===== src/rtl/spi_ram_ctrl.sv =====
// spi_ram_ctrl: command sequencer between an SPI slave and a single-port RAM.
// Decodes 10-bit command words ({opcode[1:0], payload[7:0]}), keeps the
// write/read address registers, issues one RAM access per data command and
// returns read data to the SPI slave.
//
// Ports:
//   clk, rst            clock, synchronous active-high reset
//   rx_data, rx_valid   command word and its one-cycle valid pulse
//   cmd_ready, busy     command acceptance (busy = ~cmd_ready)
//   tx_data, tx_valid   read data and its one-cycle valid pulse
//   mem_addr, mem_we, mem_re, mem_wdata, mem_rdata   RAM port (1-cycle read)
//   err_overrun         pulse: word arrived while busy and was dropped
//   err_no_raddr        pulse: read-data command with no read address set
//
// Build option: define SPI_RAM_CTRL_AUTO_INC_EN to post-increment the
// write/read address after each write / successful read (wraps at MEM_DEPTH).
module spi_ram_ctrl #(
  parameter int MEM_DEPTH = 256,
  parameter int ADDR_SIZE = 8
) (
  input  logic                 clk,
  input  logic                 rst,
  input  logic [9:0]           rx_data,
  input  logic                 rx_valid,
  output logic                 cmd_ready,
  output logic [7:0]           tx_data,
  output logic                 tx_valid,
  output logic [ADDR_SIZE-1:0] mem_addr,
  output logic                 mem_we,
  output logic                 mem_re,
  output logic [7:0]           mem_wdata,
  input  logic [7:0]           mem_rdata,
  output logic                 busy,
  output logic                 err_overrun,
  output logic                 err_no_raddr
);

  localparam logic [1:0] OP_WR_ADDR = 2'b00;
  localparam logic [1:0] OP_WR_DATA = 2'b01;
  localparam logic [1:0] OP_RD_ADDR = 2'b10;
  localparam logic [1:0] OP_RD_DATA = 2'b11;

  // Reject configurations the address logic cannot represent.
  if (MEM_DEPTH != (1 << ADDR_SIZE) || ADDR_SIZE > 8) begin : g_bad_cfg
    $error("spi_ram_ctrl: MEM_DEPTH must equal 2**ADDR_SIZE and ADDR_SIZE <= 8");
  end

`ifdef SPI_RAM_CTRL_AUTO_INC_EN
  localparam logic [ADDR_SIZE-1:0] LAST_ADDR = ADDR_SIZE'(MEM_DEPTH - 1);

  // Post-increment with explicit wrap from the last RAM word to 0.
  function automatic logic [ADDR_SIZE-1:0] next_addr(input logic [ADDR_SIZE-1:0] a);
    return (a == LAST_ADDR) ? '0 : ADDR_SIZE'(a + ADDR_SIZE'(1));
  endfunction
`endif

  typedef enum logic [1:0] {
    S_IDLE = 2'd0,
    S_EXEC = 2'd1,
    S_WAIT = 2'd2,
    S_RESP = 2'd3
  } state_t;

  state_t                 r_state, w_state_nxt;
  logic [ADDR_SIZE-1:0]   r_wr_addr, w_wr_addr_nxt;
  logic [ADDR_SIZE-1:0]   r_rd_addr, w_rd_addr_nxt;
  logic                   r_rd_vld, w_rd_vld_nxt;
  logic                   r_cmd_ready, r_busy;
  logic [7:0]             r_tx_data, w_tx_data_nxt;
  logic                   r_tx_valid, w_tx_valid_nxt;
  logic [ADDR_SIZE-1:0]   r_mem_addr, w_mem_addr_nxt;
  logic                   r_mem_we, w_mem_we_nxt;
  logic                   r_mem_re, w_mem_re_nxt;
  logic [7:0]             r_mem_wdata, w_mem_wdata_nxt;
  logic                   r_err_ovr, w_err_ovr_nxt;
  logic                   r_err_nr, w_err_nr_nxt;
  logic                   w_accept;
  logic [1:0]             w_opcode;
  logic [ADDR_SIZE-1:0]   w_payload_addr;

  assign w_accept       = rx_valid & r_cmd_ready;
  assign w_opcode       = rx_data[9:8];
  assign w_payload_addr = rx_data[ADDR_SIZE-1:0];

  // State register; outputs are registered from their next-state values.
  always_ff @(posedge clk) begin
    if (rst) begin
      r_state     <= S_IDLE;
      r_wr_addr   <= '0;
      r_rd_addr   <= '0;
      r_rd_vld    <= 1'b0;
      r_cmd_ready <= 1'b1;
      r_busy      <= 1'b0;
      r_tx_data   <= 8'h00;
      r_tx_valid  <= 1'b0;
      r_mem_addr  <= '0;
      r_mem_we    <= 1'b0;
      r_mem_re    <= 1'b0;
      r_mem_wdata <= 8'h00;
      r_err_ovr   <= 1'b0;
      r_err_nr    <= 1'b0;
    end else begin
      r_state     <= w_state_nxt;
      r_wr_addr   <= w_wr_addr_nxt;
      r_rd_addr   <= w_rd_addr_nxt;
      r_rd_vld    <= w_rd_vld_nxt;
      r_cmd_ready <= (w_state_nxt == S_IDLE);
      r_busy      <= (w_state_nxt != S_IDLE);
      r_tx_data   <= w_tx_data_nxt;
      r_tx_valid  <= w_tx_valid_nxt;
      r_mem_addr  <= w_mem_addr_nxt;
      r_mem_we    <= w_mem_we_nxt;
      r_mem_re    <= w_mem_re_nxt;
      r_mem_wdata <= w_mem_wdata_nxt;
      r_err_ovr   <= w_err_ovr_nxt;
      r_err_nr    <= w_err_nr_nxt;
    end
  end

  // Next-state and next-output decode.
  always_comb begin
    w_state_nxt     = r_state;
    w_wr_addr_nxt   = r_wr_addr;
    w_rd_addr_nxt   = r_rd_addr;
    w_rd_vld_nxt    = r_rd_vld;
    w_tx_data_nxt   = r_tx_data;
    w_tx_valid_nxt  = 1'b0;
    w_mem_addr_nxt  = '0;
    w_mem_we_nxt    = 1'b0;
    w_mem_re_nxt    = 1'b0;
    w_mem_wdata_nxt = 8'h00;
    // Any word offered while not ready is dropped and flagged.
    w_err_ovr_nxt   = rx_valid & ~r_cmd_ready;
    w_err_nr_nxt    = 1'b0;

    unique case (r_state)
      S_IDLE: begin
        if (w_accept) begin
          unique case (w_opcode)
            OP_WR_ADDR: w_wr_addr_nxt = w_payload_addr;
            OP_WR_DATA: begin
              w_state_nxt     = S_EXEC;
              w_mem_we_nxt    = 1'b1;
              w_mem_addr_nxt  = r_wr_addr;
              w_mem_wdata_nxt = rx_data[7:0];
`ifdef SPI_RAM_CTRL_AUTO_INC_EN
              w_wr_addr_nxt   = next_addr(r_wr_addr);
`endif
            end
            OP_RD_ADDR: begin
              w_rd_addr_nxt = w_payload_addr;
              w_rd_vld_nxt  = 1'b1;
            end
            OP_RD_DATA: begin
              if (r_rd_vld) begin
                w_state_nxt    = S_EXEC;
                w_mem_re_nxt   = 1'b1;
                w_mem_addr_nxt = r_rd_addr;
`ifdef SPI_RAM_CTRL_AUTO_INC_EN
                w_rd_addr_nxt  = next_addr(r_rd_addr);
`endif
              end else begin
                w_err_nr_nxt = 1'b1;
              end
            end
            default: ;
          endcase
        end
      end
      // mem_re is high in EXEC only for reads, so it selects the exit.
      S_EXEC: w_state_nxt = r_mem_re ? S_WAIT : S_IDLE;
      S_WAIT: begin
        w_tx_data_nxt  = mem_rdata;
        w_tx_valid_nxt = 1'b1;
        w_state_nxt    = S_RESP;
      end
      S_RESP: w_state_nxt = S_IDLE;
      default: w_state_nxt = S_IDLE;
    endcase
  end

  assign cmd_ready    = r_cmd_ready;
  assign busy         = r_busy;
  assign tx_data      = r_tx_data;
  assign tx_valid     = r_tx_valid;
  assign mem_addr     = r_mem_addr;
  assign mem_we       = r_mem_we;
  assign mem_re       = r_mem_re;
  assign mem_wdata    = r_mem_wdata;
  assign err_overrun  = r_err_ovr;
  assign err_no_raddr = r_err_nr;

endmodule


===== config.mk =====
export PLATFORM = sky130hd
export DESIGN_NAME = spi_ram_ctrl
export DESIGN_NICKNAME = d
export VERILOG_FILES = /design/src/rtl/spi_ram_ctrl.sv
export SDC_FILE = /design/constraint.sdc
export NUM_CORES = 1
export LEC_CHECK = 0
export BUFFER_PORTS_ARGS = -buffer_cell sky130_fd_sc_hd__clkbuf_2
export CORE_ASPECT_RATIO = 1.4
export CORE_MARGIN = 4
export CORE_UTILIZATION = 45
export CTS_CLUSTER_DIAMETER = 120
export CTS_CLUSTER_SIZE = 25
export DETAILED_ROUTE_END_ITERATION = 6
export PLACE_DENSITY = 0.73
export REMOVE_ABC_BUFFERS = 1
export SETUP_SLACK_MARGIN = 0.1
export SYNTH_ARGS = -nofsm -noshare
export SYNTH_HDL_FRONTEND = slang
export SYNTH_SLANG_ARGS = --single-unit

===== constraint.sdc =====
create_clock -name clk -period 1.53 [get_ports clk]
set_clock_uncertainty 0.2 [all_clocks]
set_input_delay 0.153 -clock clk [delete_from_list [all_inputs] [get_ports clk]]
set_output_delay 0.153 -clock clk [all_outputs]
set_load 0.005 [all_outputs]

==> results of run 1 <==
final timing paths:
path	cells after the start	slack, ps	to	start
max	5	80	mem_wdata[5]	r_state[1]
max reg2reg	5	80	mem_wdata[5]	r_state[1]
min	3	70	r_wr_addr[5]	rx_data[8]
min reg2reg	2	260	tx_data[4]	tx_data[4]
power groups by stage:
stage / Clock (mW) / Combinational (mW) / Sequential [mW]
2_1_floorplan: 0 / 0.0728 / 1.37
6_report: 0.693 / 0.206 / 1.34
4_1_cts: 0.720 / 0.204 / 1.34
5_1_grt: 0.769 / 0.229 / 1.34
3_5_place_dp: 0 / 0.163 / 1.37
3_3_place_gp: 0 / 0.162 / 1.37
worst max-delay path, stage by stage (launching register included):
cell       delay, ps
dfxtp_2          330
nand4bb_4        250
buf_6            150
nor3_4           190
buf_4            150
and2_1           120
layout make-up:
type	count	area [µm²]	share of cell area
flip-flops and latches	50	1000	0.408
multi-input cells	122	803	0.326
repair buffers	80	523	0.213
clock buffers	7	76.3	0.0310
well taps	43	53.8	0.0219
per-layer routing:
metal  vias to the layer above  track usage  wire length [µm]
met4                         0       0.0502                75
met3                         9       0.0575               273
li1                        752            -                 -
met2                        44        0.281              1890
met5                         -            0                 0
met1                       656        0.176              1560
what timing repair did:
action	CTS	global route
setup buffers	1	0
endpoints found under the setup margin	28	26
cloned	0	0
resized for setup	6	10
pin swaps	0	4
hold buffers	17	0
hold endpoints to repair	33	0
registers in the layout, indices dropped and copies added (netlist names):
name	cells
busy	1
mem_addr	8
err_no_raddr	1
r_state	2
cmd_ready	1
err_overrun	1
mem_re	1
tx_valid	1
tx_data	8
r_rd_addr	8
mem_we	1
r_wr_addr	8
r_rd_vld	1
mem_wdata	8
cells by family (layout without fill, tap and decap cells):
group	Yosys count	in the layout	synth area share
mux	16	16	0.0878
flops	50	50	0.549
buf+inv	12	87	0.0275
simple gates	88	88	0.286
compound gates	18	18	0.0494
cell usage after synthesis:
| cell | n | area [µm²] |
|---|---|---|
| dfxtp_1 | 50 | 1000 |
| nand2b_1 | 34 | 213 |
| a21oi_1 | 18 | 90.1 |
| nand2_1 | 18 | 67.6 |
| mux2i_1 | 16 | 160 |
| and2_1 | 9 | 56.3 |
| clkbuf_1 | 8 | 30.0 |
| nand3_1 | 8 | 40.0 |
| buf_2 | 4 | 20.0 |
| nor2_1 | 4 | 15.0 |
| nor2b_1 | 4 | 25.0 |
| or2_2 | 3 | 18.8 |
| nor3_2 | 2 | 20.0 |
| and4bb_2 | 1 | 12.5 |
| nand3b_1 | 1 | 7.51 |
| nand4bb_4 | 1 | 27.5 |
| nor3_1 | 1 | 5.00 |
| nor3b_1 | 1 | 7.51 |
| or3_1 | 1 | 6.26 |
stage by stage:
stage               instances   util
floorplan                 172      -
global placement          277  0.552
finish                    302  0.628
global route              302  0.628
CTS                       302  0.622
detailed placement        277  0.552
==> results.py, run 1 <==
metrics = {
    "floorplanning": {
        "rows": 27,
        "dieHeight_um": 83.3,
        "io-pin-count": 52,
        "initial_core_util": 0.465,
        "dieWidth_um": 61.8,
        "die_area_um2": 5150,
        "core-area_um2": 3920,
    },
    "run": {
        "maxCapViolations": 0,
    },
    "min_path": {
        "hp-class": "input port to register",
    },
    "sta": {
        "worst_slack_ps": 82.2,
        "finalCritPeriodShare": 0.946,
        "rsz0062_at_grt": "true",
        "maxSlewHeadroom": 0.792,
        "setup-tns-final_ps": 0,
        "min_period_ps": 1450,
        "slew_violations": 0,
        "setup_viol": 0,
        "fin_hold_ws_ps": 72.3,
        "max_freq_ghz": 0.691,
        "tightest_slew_ps": 312,
        "finalHoldViolations": 0,
    },
    "place": {
        "dpl_cell_area_um2": 2160,
        "io_buffers": 51,
        "hpwlAfterDp_um": 2650,
        "gp_congestion": 0.745,
        "dp_slack_ps": 28.8,
    },
    "synth": {
        "syn_area_um2": 1820,
        "synthCells": 184,
        "syn_area_per_cell_um2": 9.91,
        "ys_seq_area_frac": 0.549,
        "synth_cell_types": 19,
        "synth_seq_cells": 50,
        "ys_warn_count": 0,
    },
    "worst_setup_path": {
        "critPathRequiredTime_ps": 1570,
        "worstPathArrival_ps": 1490,
        "end_kind": "register",
        "crit_path_start_kind": "register",
        "crit_fanout": 4,
        "crit_type": "register to register",
    },
    "grt": {
        "first_global_vias": 1453,
        "grt_max_degree": 37,
        "grt_pass1_wl_um": 6360,
        "gr-total-overflow": 0,
        "track_usage": 0.162,
        "antenna_found_initial": 0,
    },
    "clock_tree": {
        "cts_inserted_buffers": 5,
        "clock-sinks": 50,
        "clockRootBuffer": "clkbuf_8",
        "path_clk_slew_ps": 80,
        "max-clock-path-buffers": 2,
        "cts_max_level": 2,
        "insertion_delay_ps": 290,
        "cts_tree": "done",
    },
    "routing": {
        "finalWirelength_um": 3790,
        "drc": 0,
        "wl_per_cell_um": 12.6,
        "vias": 1461,
        "vias_per_cell": 4.84,
        "postRouteAntennaNets": 0,
        "drt-initial-drc-count": 29,
        "drt_pre_antenna_iters": 4,
    },
    "cells_and_area": {
        "mostFrequentLayoutCells": "51 x clkbuf_2, 47 x dfxtp_1, 33 x nand2b_1, 18 x a21oi_1, 18 x nand2_1",
        "diodes": 0,
        "fill_cells": 342,
        "drive_gt1_frac": 0.332,
        "final_common_cell": "clkbuf_2",
        "fin_area_um2": 2460,
        "area_growth_syn_to_layout_pct": 35.0,
        "layout.nets": 280,
    },
    "pwr": {
        "p_int_mw": 1.76,
        "switching_share": 0.214,
        "power.clock.fraction": 0.310,
        "vdd_drop_max_v": 0.000780,
        "power_density_nw_per_um2": 909,
        "combPwrFrac": 0.092,
        "p_total_mw": 2.24,
        "p_leak_nw": 1.06,
        "p_switching_mw": 0.479,
        "seqPwrFrac": 0.598,
    },
    "status": {
        "status": "finished clean",
    },
}
No activity file was read; power rests on OpenSTA's default activity.
==> run 2: changes to the inputs <==
- CORE_UTILIZATION: 45 -> 48
- CTS_BUF_LIST: unset -> sky130_fd_sc_hd__clkbuf_2 sky130_fd_sc_hd__clkbuf_4 sky130_fd_sc_hd__clkbuf_8
- PLACE_DENSITY: 0.73 -> 0.78
==> run 2 against run 1 <==
Design area grew 0.71%; largest power group unchanged; critical path type unchanged; core utilization grew 5.2 points; flip-flop and latch count stayed put; highest routed layer unchanged.
==> results.py, run 2 (synthesis results as in run 1) <==
metrics = {
    "routing": {
        "dr_wl_met3_um": 303,
        "finalWirelength_um": 4060,
        "routed.top_layer": "met4",
        "wl_per_cell_um": 13.4,
        "vias_per_cell": 4.88,
        "vias": 1473,
        "postRouteAntennaNets": 0,
        "drt_pre_antenna_iters": 4,
        "wl_met2_um": 2000,
        "wl_met1_um": 1660,
        "drc": 0,
        "drt-initial-drc-count": 73,
    },
    "clock_tree": {
        "path_clk_slew_ps": 90,
        "max-clock-path-buffers": 2,
        "cts_tree": "done",
        "insertion_delay_ps": 300,
        "cts_max_level": 2,
        "clock-sinks": 50,
        "cts_inserted_buffers": 5,
        "clockRootBuffer": "clkbuf_8",
    },
    "sta": {
        "max_freq_ghz": 0.691,
        "finalCritPeriodShare": 0.946,
        "finalHoldViolations": 0,
        "rsz0062_at_grt": "true",
        "setup-tns-final_ps": 0,
        "maxSlewHeadroom": 0.797,
        "min_period_ps": 1450,
        "slew_violations": 0,
        "tightest_slew_ps": 305,
        "setup_viol": 0,
    },
    "grt": {
        "first_global_vias": 1442,
        "grt_pass1_wl_um": 6670,
        "grt_max_degree": 37,
        "antenna_found_initial": 0,
        "track_usage": 0.186,
        "gr-total-overflow": 0,
    },
    "pwr": {
        "p_total_mw": 2.34,
        "seqPwrFrac": 0.572,
        "power_density_nw_per_um2": 944,
        "p_leak_nw": 1.07,
        "p_switching_mw": 0.514,
        "vdd_drop_max_v": 0.000837,
        "power.clock.fraction": 0.338,
        "switching_share": 0.219,
        "combPwrFrac": 0.090,
        "p_int_mw": 1.83,
    },
    "run": {
        "maxCapViolations": 0,
    },
    "cells_and_area": {
        "area_growth_syn_to_layout_pct": 36.0,
        "final_common_cell": "clkbuf_2",
        "mostFrequentLayoutCells": "51 x clkbuf_2, 47 x dfxtp_1, 34 x nand2b_1",
        "seq_area_um2": 1000,
        "stdcell_count": 302,
        "fill_cells": 291,
        "utilization": 0.680,
        "diodes": 0,
        "drive_gt1_frac": 0.331,
        "multiInputGateArea_um2": 797,
        "layout.nets": 280,
    },
    "floorplanning": {
        "initial_core_util": 0.500,
        "die_area_um2": 4860,
        "io-pin-count": 52,
        "dieWidth_um": 60.1,
        "rows": 26,
        "dieHeight_um": 80.9,
        "core-area_um2": 3640,
    },
    "worst_setup_path": {
        "worstPathArrival_ps": 1480,
        "crit_fanout": 4,
        "crit_path_start_kind": "register",
        "end_kind": "register",
        "critPathRequiredTime_ps": 1560,
        "crit_type": "register to register",
    },
    "place": {
        "gp_congestion": 0.779,
        "io_buffers": 51,
        "hpwlAfterDp_um": 2590,
        "dp.cells": 274,
    },
    "min_path": {
        "hp-class": "input port to register",
    },
    "status": {
        "status": "finished clean",
    },
}
[run 2: cell types whose count changed in the layout (fill, tap and decap cells not counted), sizes merged]
cell	change
dlygate4sd3	+1
buf	-1
clkinv	+1
[run 2: metrics by stage]
stage / setup WS (ps) / cell area, µm² / hold WS, ps
2_1_floorplan: 98.8 / 1770 / 22.1
3_3_place_gp: 76.5 / 2150 / 174
3_5_place_dp: 33.9 / 2150 / 179
4_1_cts: 55.7 / 2450 / 43.3
5_1_grt: 8.46 / 2480 / 66.5
6_report: 82.7 / 2480 / 47.4
[run 2: worst paths after layout]
check	from	end	slack [ps]	cells past startpoint
worst max register to register	r_state[0]	r_wr_addr[0]	80	5
worst min-delay path	rx_data[9]	mem_addr[6]	50	3
worst max-delay path	r_state[0]	r_wr_addr[0]	80	5
worst min register to register	tx_data[5]	tx_data[5]	250	2
[run 2: routing by layer]
layer | vias up | track usage
met4 | 0 | 0.0865
met5 | - | 0
met3 | 8 | 0.0509
met2 | 50 | 0.313
met1 | 669 | 0.214
li1 | 746 | -
[run 2: power by group through the flow]
| stage | clock network (mW) | logic [mW] | registers, mW |
|---|---|---|---|
| floorplan | 0 | 0.0728 | 1.37 |
| global placement | 0 | 0.158 | 1.37 |
| detailed placement | 0 | 0.160 | 1.37 |
| CTS | 0.823 | 0.204 | 1.34 |
| global route | 0.881 | 0.230 | 1.34 |
| finish | 0.792 | 0.210 | 1.34 |
[run 2: final cells by class]
cell class	count	area share
clock buffer	7	0.0363
clock inverter	1	0.00202
multi-input combinational	122	0.322
sequential	50	0.405
tap	42	0.0212
timing repair buffer	80	0.214
[run 2: worst max-delay path, stage by stage (launching register included)]
cell and delay [ps]:
dfxtp_2 340, nand4bb_4 250, buf_6 150, nor3_2 90, buf_4 170, mux2i_1 170
[run 2: repair_timing]
action / in CTS / in global routing
endpoints found under the setup margin: 29 / 22
setup buffers: 0 / 1
pin swaps: 4 / 5
resized for setup: 9 / 6
hold buffers: 18 / 0
cloned: 1 / 0
hold endpoints to repair: 34 / 0
